==> config.mk <==
export PLATFORM = sky130hd
export DESIGN_NAME = seq_multiplier
export DESIGN_NICKNAME = d
export VERILOG_FILES = /design/src/rtl/seq_multiplier.sv
export SDC_FILE = /design/constraint.sdc
export NUM_CORES = 1
export LEC_CHECK = 0
export ABC_AREA = 1
export CAP_MARGIN = 25
export CELL_PAD_IN_SITES_DETAIL_PLACEMENT = 1
export CELL_PAD_IN_SITES_GLOBAL_PLACEMENT = 1
export CORE_MARGIN = 2
export CORE_UTILIZATION = 40
export DETAILED_ROUTE_END_ITERATION = 8
export DONT_BUFFER_PORTS = 1
export GPL_TIMING_DRIVEN = 0
export PLACE_DENSITY = 0.79
export SETUP_SLACK_MARGIN = 0.1
export SYNTH_ARGS = -nofsm -noshare
export SYNTH_HDL_FRONTEND = slang
export SYNTH_SLANG_ARGS = --single-unit
==> constraint.sdc <==
create_clock -name clk -period 2.65 [get_ports clk]
set_input_delay 0.265 -clock clk [delete_from_list [all_inputs] [get_ports clk]]
set_output_delay 0.265 -clock clk [all_outputs]
set_load 0.05 [all_outputs]
==> src/rtl/seq_multiplier.sv <==
// Sequential unsigned shift-and-add multiplier: one partial-product step per
// clock, go/done start handshake, current FSM state visible on CS.
module seq_multiplier #(
  parameter int WIDTH = 4
) (
  input  logic                 clk,
  input  logic                 rst,
  input  logic                 go,
  input  logic [WIDTH-1:0]     a,
  input  logic [WIDTH-1:0]     b,
  output logic [2*WIDTH-1:0]   product,
  output logic                 busy,
  output logic                 done,
  output logic [1:0]           CS
);

  localparam int CW = $clog2(WIDTH + 1);

  // Handshake: go is a level sampled only in IDLE; once accepted, a/b are
  // captured and ignored until the next accept. done stays high in DONE until
  // go is seen low, so a go held high never launches a second operation.
  typedef enum logic [1:0] {
    S_IDLE = 2'd0,
    S_RUN  = 2'd1,
    S_DONE = 2'd2,
    S_BAD  = 2'd3
  } state_t;

  state_t               r_state;
  state_t               w_next_state;
  logic [WIDTH-1:0]     r_mreg;
  logic [WIDTH-1:0]     r_qreg;
  logic [WIDTH-1:0]     r_acc;
  logic [CW-1:0]        r_cnt;
  logic [2*WIDTH-1:0]   r_product;
  logic [WIDTH:0]       w_addend;
  logic [WIDTH:0]       w_sum;
  logic [2*WIDTH-1:0]   w_shifted;
  logic                 w_last;

  assign w_last    = (r_cnt == CW'(1));
  assign w_addend  = r_qreg[0] ? {1'b0, r_mreg} : '0;
  assign w_sum     = {1'b0, r_acc} + w_addend;
  // Carry lands in the acc MSB, sum[0] lands in the qreg MSB.
  assign w_shifted = {w_sum, r_qreg[WIDTH-1:1]};

  always_ff @(posedge clk) begin
    if (rst) begin
      r_state <= S_IDLE;
    end else begin
      r_state <= w_next_state;
    end
  end

  always_comb begin
    w_next_state = S_IDLE;
    case (r_state)
      S_IDLE:  w_next_state = go ? S_RUN : S_IDLE;
      S_RUN:   w_next_state = w_last ? S_DONE : S_RUN;
      S_DONE:  w_next_state = go ? S_DONE : S_IDLE;
      default: w_next_state = S_IDLE;
    endcase
  end

  // An illegal state clears the datapath exactly as reset does.
  always_ff @(posedge clk) begin
    if (rst || (r_state == S_BAD)) begin
      r_mreg    <= '0;
      r_qreg    <= '0;
      r_acc     <= '0;
      r_cnt     <= '0;
      r_product <= '0;
    end else begin
      case (r_state)
        S_IDLE: begin
          if (go) begin
            r_mreg <= a;
            r_qreg <= b;
            r_acc  <= '0;
            r_cnt  <= CW'(WIDTH);
          end
        end
        S_RUN: begin
          r_acc  <= w_shifted[2*WIDTH-1:WIDTH];
          r_qreg <= w_shifted[WIDTH-1:0];
          r_cnt  <= r_cnt - CW'(1);
          if (w_last) begin
            r_product <= w_shifted;
          end
        end
        default: begin
        end
      endcase
    end
  end

  assign product = r_product;
  assign busy    = (r_state == S_RUN);
  assign done    = (r_state == S_DONE);
  assign CS      = r_state;

endmodule

==> impl_metrics.tcl, run 1 <==
set metrics [dict create \
    fin_total_pwr_mw 0.7193 \
    antenna_found_initial 0 \
    synth_seq_cells 25 \
    crit_slowest_cell "nor2_1" \
    dp_slack_ns 0.6301 \
    drtIter0Drc 31 \
    hpwl_um 1813 \
    synth_fa_ha_area_frac 0.08333 \
    detail_route.wl_per_cell_um 12.78 \
    cts_resized 0 \
    path_class "flip-flop to output pin" \
    synth_xor_area_frac 0.01535 \
    synth_area_leaders "dfxtp_1, nand2_1, nor2_1" \
    drive_above_1_share 0.06536 \
    grt_pass1_wl_um 4215 \
    wl_met1_um 1102 \
    ys_seq_area_frac 0.4386 \
    leakagePower_nw 0.5437 \
    dieArea_um2 3296 \
    ys_warn_count 0 \
    globalplace.congestion 0.8557 \
    routed_wl_um 2352 \
    antenna_left 0 \
    core_area_um2 2734 \
    grt_pass1_vias 972 \
    period_share 0.8605 \
    die_w_um 57.41 \
    cts.htree.levels 1 \
    netlist_instances 148 \
    dr_total_vias 951 \
    viasPerCell 5.168 \
    first_pass_iters 4 \
    synth_fp_nets 166 \
    initial_core_util 0.4174 \
    worstPathArrival_ns 2.02 \
    insertion_delay_ns 0.32 \
    slew_viol_final 0 \
    critPathTopFamily "simple AND/OR/NAND/NOR gates" \
    clock-sinks 25 \
    synth-compound-area-share 0.1743 \
    row_count 19 \
    setup_viol 0 \
    die_height_um 57.41 \
    vdd_ir_drop_max_mv 0.2564 \
    nNetsFinal 172 \
    cts-root-buf "clkbuf_4" \
    power.density_nw_per_um2 591.4 \
    required_ns 2.38 \
    ys_types 23 \
    tns_ns 0 \
    grt_usage 0.1630 \
    critPathLaunchType "flip-flop" \
    finalClockSkew_ns 0.005127 \
    seq_area_um2 500.5 \
    synth_top_area_frac 0.4386 \
    period_needed_ns 2.280 \
    cts_setup_buffers 0 \
    crit_fanout 3 \
    avgSynthCellArea_um2 7.710 \
    slowest_delay_ns 0.77 \
    grt_max_degree 14 \
    synth_area_um2 1141 \
    synth_mux_area_frac 0 \
    synth_top_family_by_area "simple AND/OR/NAND/NOR gates" \
    worst_slew_pin_slew_ns 0.9522 \
    grt_overflow 0 \
    rsz0062_at_grt "no" \
    final_cell_mix "nand2_1, nor2_1, dfxtp_1" \
    hp-class "input pin to flip-flop" \
    yosys.area_share.simple 0.2215 \
    dr_wl_met2_um 1080 \
    multi_input_area_um2 564.3 \
    highest_layer "met4" \
    layout_commonest_cell "nand2_1" \
    yosysTopAreaCell "dfxtp_1" \
    maxCapViolCount 0 \
    portBuffers 0 \
    critPathBufInv 1 \
    max_freq_ghz 0.4385 \
    area_delta_synth_final_pct 6.579 \
    fin_ws_ns 0.3696 \
    cts_buffers 3 \
    cts_tree "built" \
    fillers 346 \
    slew_headroom 0.3628 \
    path_cells "inv_1 > nor2_1" \
    clkTransAtPathRegs_ns 0.14 \
    hold_viol 0 \
    num_antenna_cells 0 \
    io_pins 23 \
    status "finished clean" \
    cp-end-kind "output pin" \
    cts_max_path_buffers 2 \
    drc 0 \
    wl_met3_um 124 \
]
## report_power, final
part	switching [mW]	internal [mW]	total, mW	leakage (nW)
combinational	0.0654	0.0347	0.100	0.324
sequential	0.0431	0.400	0.443	0.205
clock	0.117	0.0590	0.176	0.0150
## state kept, by name (all words and copies together), names as in the netlist
signal and cells:
CS 2, product 8, r_acc 4, r_cnt 3, r_mreg 4, r_qreg 4
## path summary, 6_finish.rpt
| kind | cells past startpoint | to | start | slack [ns] |
|---|---|---|---|---|
| min | 2 | r_mreg[1] | a[1] | 0.07 |
| min reg2reg | 2 | r_acc[0] | r_acc[0] | 0.50 |
| max reg2reg | 4 | CS[1] | CS[1] | 0.60 |
| max | 2 | done | CS[1] | 0.37 |
## through the flow
stage / hold WS (ns) / instance area [um^2] / std cells / utilization
global route: 0.05427 / 1216 / 184 / 0.4449
global placement: 0.3347 / 1180 / 179 / 0.4316
CTS: 0.06911 / 1216 / 184 / 0.4449
detailed placement: 0.3383 / 1180 / 179 / 0.4316
floorplan: 0.3341 / 1141 / 148 / -
finish: 0.07261 / 1216 / 184 / 0.4449
## repair_timing
item / CTS / global route
hold endpoints to repair: 2 / 0
hold buffers: 1 / 0
setup endpoints to repair: 0 / 0
## layout make-up
cell class | instances | share of cell area
Sequential cell | 25 | 0.4115
Inverter | 16 | 0.05144
Tap cell | 31 | 0.03189
Multi-Input combinational cell | 104 | 0.4640
Buffer | 3 | 0.01132
Clock buffer | 4 | 0.02160
Timing Repair Buffer | 1 | 0.008230
## cells in the mapped netlist
master    instances
clkbuf_1          1
inv_4             1
xnor2_1           1
inv_1            15
ha_1              6
nor3_4            1
fa_1              1
nand2_4           1
nand2_1          27
o22ai_1           1
and2_1            1
buf_2             2
o21bai_1          1
xor2_1            1
nand3_1           4
o21ai_2           1
a31oi_1           4
a21oi_4           1
nor2_1           26
dfxtp_1          25
a21oi_1          10
o21ai_1           5
o21ai_0          12
## routing by layer
metal  vias up  GRT usage
met2        23     0.2695
met1       434     0.2048
met4         0    0.06977
met3         5    0.03401
met5         -          0
li1        489          -
## cells by family (layout without fill, tap and decap cells)
group,after synthesis,after routing
AOI/OAI and AO/OA,35,35
xor gates and xnor gates,2,2
adders and majority gates,7,7
buffers and inverters,19,24
DFF,25,25
and+or+nand+nor,60,60
No activity file was read; power rests on OpenSTA's default activity.
==> run 2: changes to the inputs <==
- ABC_AREA: 1 -> unset
- PLACE_DENSITY: 0.79 -> 0.77
- clock period: 2.65 -> 2.1 ns (I/O delays scaled with it)
==> run 2 against run 1 <==
  * Sequential share of layout area shrank 4.6 points
  * Non-clock buffer count grew 7
  * Power grew 27%
  * Largest cell class unchanged
==> impl_metrics.tcl, run 2 <==
set metrics [dict create \
    nNetsFinal 168 \
    rsz0062_at_grt "no" \
    synth_seq_cells 25 \
    ys_seq_area_frac 0.3906 \
    avgSynthCellArea_um2 8.836 \
    critPathLaunchType "flip-flop" \
    p_clk_frac 0.243 \
    hp-class "input pin to flip-flop" \
    portBuffers 0 \
    synth-async-reset-ratio 0 \
    path_class "flip-flop to output pin" \
    crit_fanout 10 \
    setup_viol 0 \
    drtIter0Drc 45 \
    initial_core_util 0.4197 \
    hpwl_um 2484 \
    seqPwrFrac 0.590 \
    power_switching_mw 0.2799 \
    dieArea_um2 3672 \
    io_pins 23 \
    drc 0 \
    final_cell_mix "dfxtp_1, nand2_1, a21oi_1" \
    clock-sinks 25 \
    synth_fp_nets 163 \
    required_ns 1.89 \
    synth-edff-count 0 \
    cp-end-kind "output pin" \
    period_needed_ns 1.845 \
    vdd_ir_drop_max_mv 0.2216 \
    routed_wl_um 3118 \
    hold_depth 2 \
    ys_warn_count 0 \
    tns_ns 0 \
    maxCapViolCount 0 \
    hold_buffers 0 \
    cts_buffers 3 \
    cts_max_path_buffers 2 \
    final_util 0.4492 \
    row_count 20 \
    core_area_um2 3053 \
    netlist_instances 145 \
    slew_headroom 0.6215 \
    antenna_found_initial 0 \
    grt_overflow 0 \
    fin_total_pwr_mw 0.9131 \
    cts_tree "built" \
    seq_area_um2 501.7 \
    synth_area_um2 1281 \
    yosysTopAreaCell "dfxtp_1" \
    fillers 383 \
    yosysMostFrequentCell "dfxtp_1" \
    synth_top_area_frac 0.3906 \
    clkTransAtPathRegs_ns 0.14 \
    first_pass_iters 4 \
    hp-start "b[0]" \
    globalplace.congestion 0.7356 \
    combPwrFrac 0.168 \
    worstPathArrival_ns 1.63 \
    switching_share 0.3065 \
    die_height_um 60.60 \
    reg2reg_slack_ns 0.29 \
    p_int_mw 0.6332 \
    dr_total_vias 1073 \
    detail_route.wl_per_cell_um 16.16 \
    synth_area_leaders "dfxtp_1, nand2_1, ha_1" \
    synth_common_cells "dfxtp_1, nand2_1, a21oi_1" \
    antenna_left 0 \
    num_antenna_cells 0 \
    cts-root-buf "clkbuf_4" \
    ys.flop_type "dfxtp_1" \
    reg2reg_to "product[7]" \
    grt_usage 0.1907 \
    grt_max_degree 14 \
    power.density_nw_per_um2 665.8 \
    insertion_delay_ns 0.32 \
    drive_above_1_share 0.1544 \
    period_share 0.8786 \
    hold_viol 0 \
    grt_pass1_wl_um 5112 \
    whs_endpoint "r_qreg[0]" \
    die_w_um 60.60 \
    slew_viol_final 0 \
    viasPerCell 5.560 \
    grt_pass1_vias 1105 \
    worstRegToRegCells 6 \
    worst_slew_pin_slew_ns 0.5665 \
    reg2reg_from "r_qreg[0]" \
    leakagePower_nw 0.5441 \
    max_freq_ghz 0.5420 \
    ys_types 36 \
    status "finished clean" \
    finalClockSkew_ns 0.006192 \
    multi_input_area_um2 681.9 \
    layout_commonest_cell "dfxtp_1" \
    area_delta_synth_final_pct 7.032 \
    largest_reg_flops 8 \
    cts.htree.levels 1 \
]
run 2: worst max path at each step:
stage                     startpoint     to  slack, ns  cells after the start
after global placement         CS[1]  CS[1]       0.23                      4
after floorplan                CS[1]  CS[1]       0.36                      4
after detailed placement       CS[1]  CS[1]       0.20                      4
final                          CS[0]   busy       0.26                      4
after global routing           CS[0]   busy       0.18                      4
after CTS                      CS[1]   done       0.17                      2
run 2: per-layer routing:
| layer | up-vias | track usage | share of wire |
|---|---|---|---|
| met5 | - | 0 | 0 |
| met4 | 0 | 0.07453 | 0.015 |
| met3 | 6 | 0.02985 | 0.020 |
| met2 | 12 | 0.3502 | 0.54 |
| met1 | 541 | 0.2200 | 0.42 |
| li1 | 514 | - | - |
run 2: cell type report:
type | instances | share of cell area
flip-flops and latches | 25 | 0.3659
plain buffers | 11 | 0.05931
inverters | 6 | 0.01825
multi-input cells | 103 | 0.4973
well taps | 44 | 0.04015
clock buffers | 4 | 0.01916
run 2: cell families (layout without fill, tap and decap cells):
logic type / count (synthesis) / in the layout / synth area share
AO/OA/AOI/OAI: 43 / 43 / 0.2461
XOR/XNOR: 1 / 1 / 0.006837
adder cells (fa/ha/maj): 7 / 7 / 0.07422
buffers and inverters: 17 / 21 / 0.08301
flip-flops: 25 / 25 / 0.3906
AND/OR/NAND/NOR: 52 / 52 / 0.1992
run 2: timing repair:
item                       in CTS  in global routing
setup endpoints to repair       1                  1
gates cloned                    0                  0
setup buffers                   0                  0
resized for setup               1                  1
run 2: critical path: stages (launching register included):
cell      delay, ns
dfxtp_1        0.69
buf_6          0.22
nand2b_1       0.08
buf_6          0.15
inv_4          0.17
run 2: through the flow:
stage	hold WS [ns]	instance area (um^2)	setup slack, ns	std cells
final	0.02679	1371	0.2550	193
after global routing	0.01969	1371	0.1839	193
after CTS	0.01756	1366	0.1710	193
after detailed placement	0.3808	1339	0.2016	189
after global placement	0.3783	1339	0.2347	189
after floorplan	0.3707	1284	0.3554	145
run 2: power groups by stage:
| stage | logic [mW] | clock network, mW | registers, mW |
|---|---|---|---|
| finish | 0.153 | 0.221 | 0.538 |
| global route | 0.171 | 0.253 | 0.542 |
| CTS | 0.154 | 0.230 | 0.538 |
| detailed placement | 0.154 | 0 | 0.549 |
| global placement | 0.143 | 0 | 0.546 |
| floorplan | 0.121 | 0 | 0.541 |
==> run 3: changes to the inputs <==
- clock period: 2.1 -> 2 ns (I/O delays scaled with it)
==> run 3 against run 2 <==
  * Clock power up 5%
  * Critical path depth is 2 higher
  * Core utilization grew 0.16 points
  * Combinational power rose by 6%
  * Power increased by 5.2%
  * Sequential share of layout area about the same
  * Critical path type is now flip-flop to flip-flop
==> impl_metrics.tcl, run 3 (synthesis gave the netlist of run 2 again) <==
set metrics [dict create \
    status "finished clean" \
    num_antenna_cells 0 \
    grt_max_degree 14 \
    detail_route.wl_per_cell_um 16.57 \
    hold_buffers 0 \
    hold_viol 0 \
    io_pins 23 \
    worstPathArrival_ns 1.97 \
    slew_viol_final 0 \
    cp-end-kind "flip-flop" \
    fin_ws_ns 0.2526 \
    largest_reg_flops 8 \
    die_w_um 60.60 \
    rsz0062_at_grt "no" \
    viasPerCell 5.554 \
    hpwl_um 2484 \
    antenna_found_initial 0 \
    drtIter0Drc 35 \
    fillers 382 \
    period_needed_ns 1.747 \
    cts_tree "built" \
    leakagePower_nw 0.5450 \
    worst_slew_pin_slew_ns 0.5611 \
    maxCapViolCount 0 \
    first_pass_iters 4 \
    core_area_um2 3053 \
    grt_overflow 0 \
    path_cells "and2_1 > ha_1 > fa_1 > a21o_1 > a21oi_2 > a21oi_1" \
    cts_resized 2 \
    max_freq_ghz 0.5723 \
    period_share 0.8737 \
    area_delta_synth_final_pct 7.422 \
    row_count 20 \
    fin_total_pwr_mw 0.9606 \
    antenna_left 0 \
    clkTransAtPathRegs_ns 0.14 \
    drc 0 \
    required_ns 2.22 \
    slew_headroom 0.6251 \
    tns_ns 0 \
    grt_pass1_wl_um 5112 \
    drive_above_1_share 0.1678 \
    nNetsFinal 168 \
    crit_slowest_cell "fa_1" \
    insertion_delay_ns 0.32 \
    clock-sinks 25 \
    portBuffers 0 \
    die_height_um 60.60 \
    vdd_ir_drop_max_mv 0.2332 \
    reg2reg_slack_ns 0.25 \
    dr_total_vias 1072 \
    globalplace.congestion 0.7356 \
    post-place-cells 189 \
    seq_area_um2 503.0 \
    cts_buffers 3 \
    crit_fanout 5 \
    grt_pass1_vias 1109 \
    cts_setup_buffers 0 \
    dieArea_um2 3672 \
    cts.htree.levels 1 \
    finalClockSkew_ns 0.006195 \
    slowest_delay_ns 0.41 \
    final_cell_mix "nand2_1, dfxtp_1, a21oi_1" \
    dp_slack_ns 0.1016 \
    setup_viol 0 \
    initial_core_util 0.4197 \
    hold_slack_ns 0.01668 \
    critPathLaunchType "flip-flop" \
    path_class "flip-flop to flip-flop" \
    cts_max_path_buffers 2 \
    hp-class "input pin to flip-flop" \
    cts-root-buf "clkbuf_4" \
    power.density_nw_per_um2 697.9 \
    stdcell_count 193 \
    multi_input_area_um2 685.7 \
    routed_wl_um 3198 \
    grt_usage 0.1907 \
]
run 3: cell counts in the layout (fill, tap and decap cells not counted):
No cell type changed its count.
run 3: layer usage:
metal / vias to the layer above / wire length [um] / track usage
met1: 535 / 1342 / 0.2213
met3: 8 / 65 / 0.02985
met5: - / 0 / 0
met2: 16 / 1730 / 0.3487
met4: 0 / 61 / 0.07453
li1: 513 / - / -
run 3: worst paths after layout:
path,start,to,depth (start not counted)
setup / recovery,r_qreg[0],product[7],6
hold / removal,b[0],r_qreg[0],2
setup reg to reg,r_qreg[0],product[7],6
hold reg to reg,r_qreg[3],product[2],2
run 3: cell type report:
| type | instances | area share |
|---|---|---|
| inverter | 6 | 0.01818 |
| tap | 44 | 0.04000 |
| multi-input combinational | 103 | 0.4982 |
| buffer | 11 | 0.05909 |
| clock buffer | 4 | 0.01909 |
| sequential | 25 | 0.3655 |
run 3: critical path, delay by kind of cell (launching register included):
family | cells | cell delay (ns)
AO/OA/AOI/OAI | 3 | 0.48
AND/OR/NAND/NOR | 1 | 0.15
flip-flops | 1 | 0.38
adder cells (fa/ha/maj) | 2 | 0.62
run 3: power by group:
group | internal (mW) | switching (mW) | leakage [nW]
combinational | 0.0625 | 0.0994 | 0.325
sequential | 0.525 | 0.0413 | 0.205
clock | 0.0781 | 0.155 | 0.0150
run 3: stage by stage:
step / cell area (um^2) / util
2_1_floorplan: 1284 / -
3_3_place_gp: 1339 / 0.4385
3_5_place_dp: 1339 / 0.4385
4_1_cts: 1371 / 0.4492
5_1_grt: 1376 / 0.4508
6_report: 1376 / 0.4508
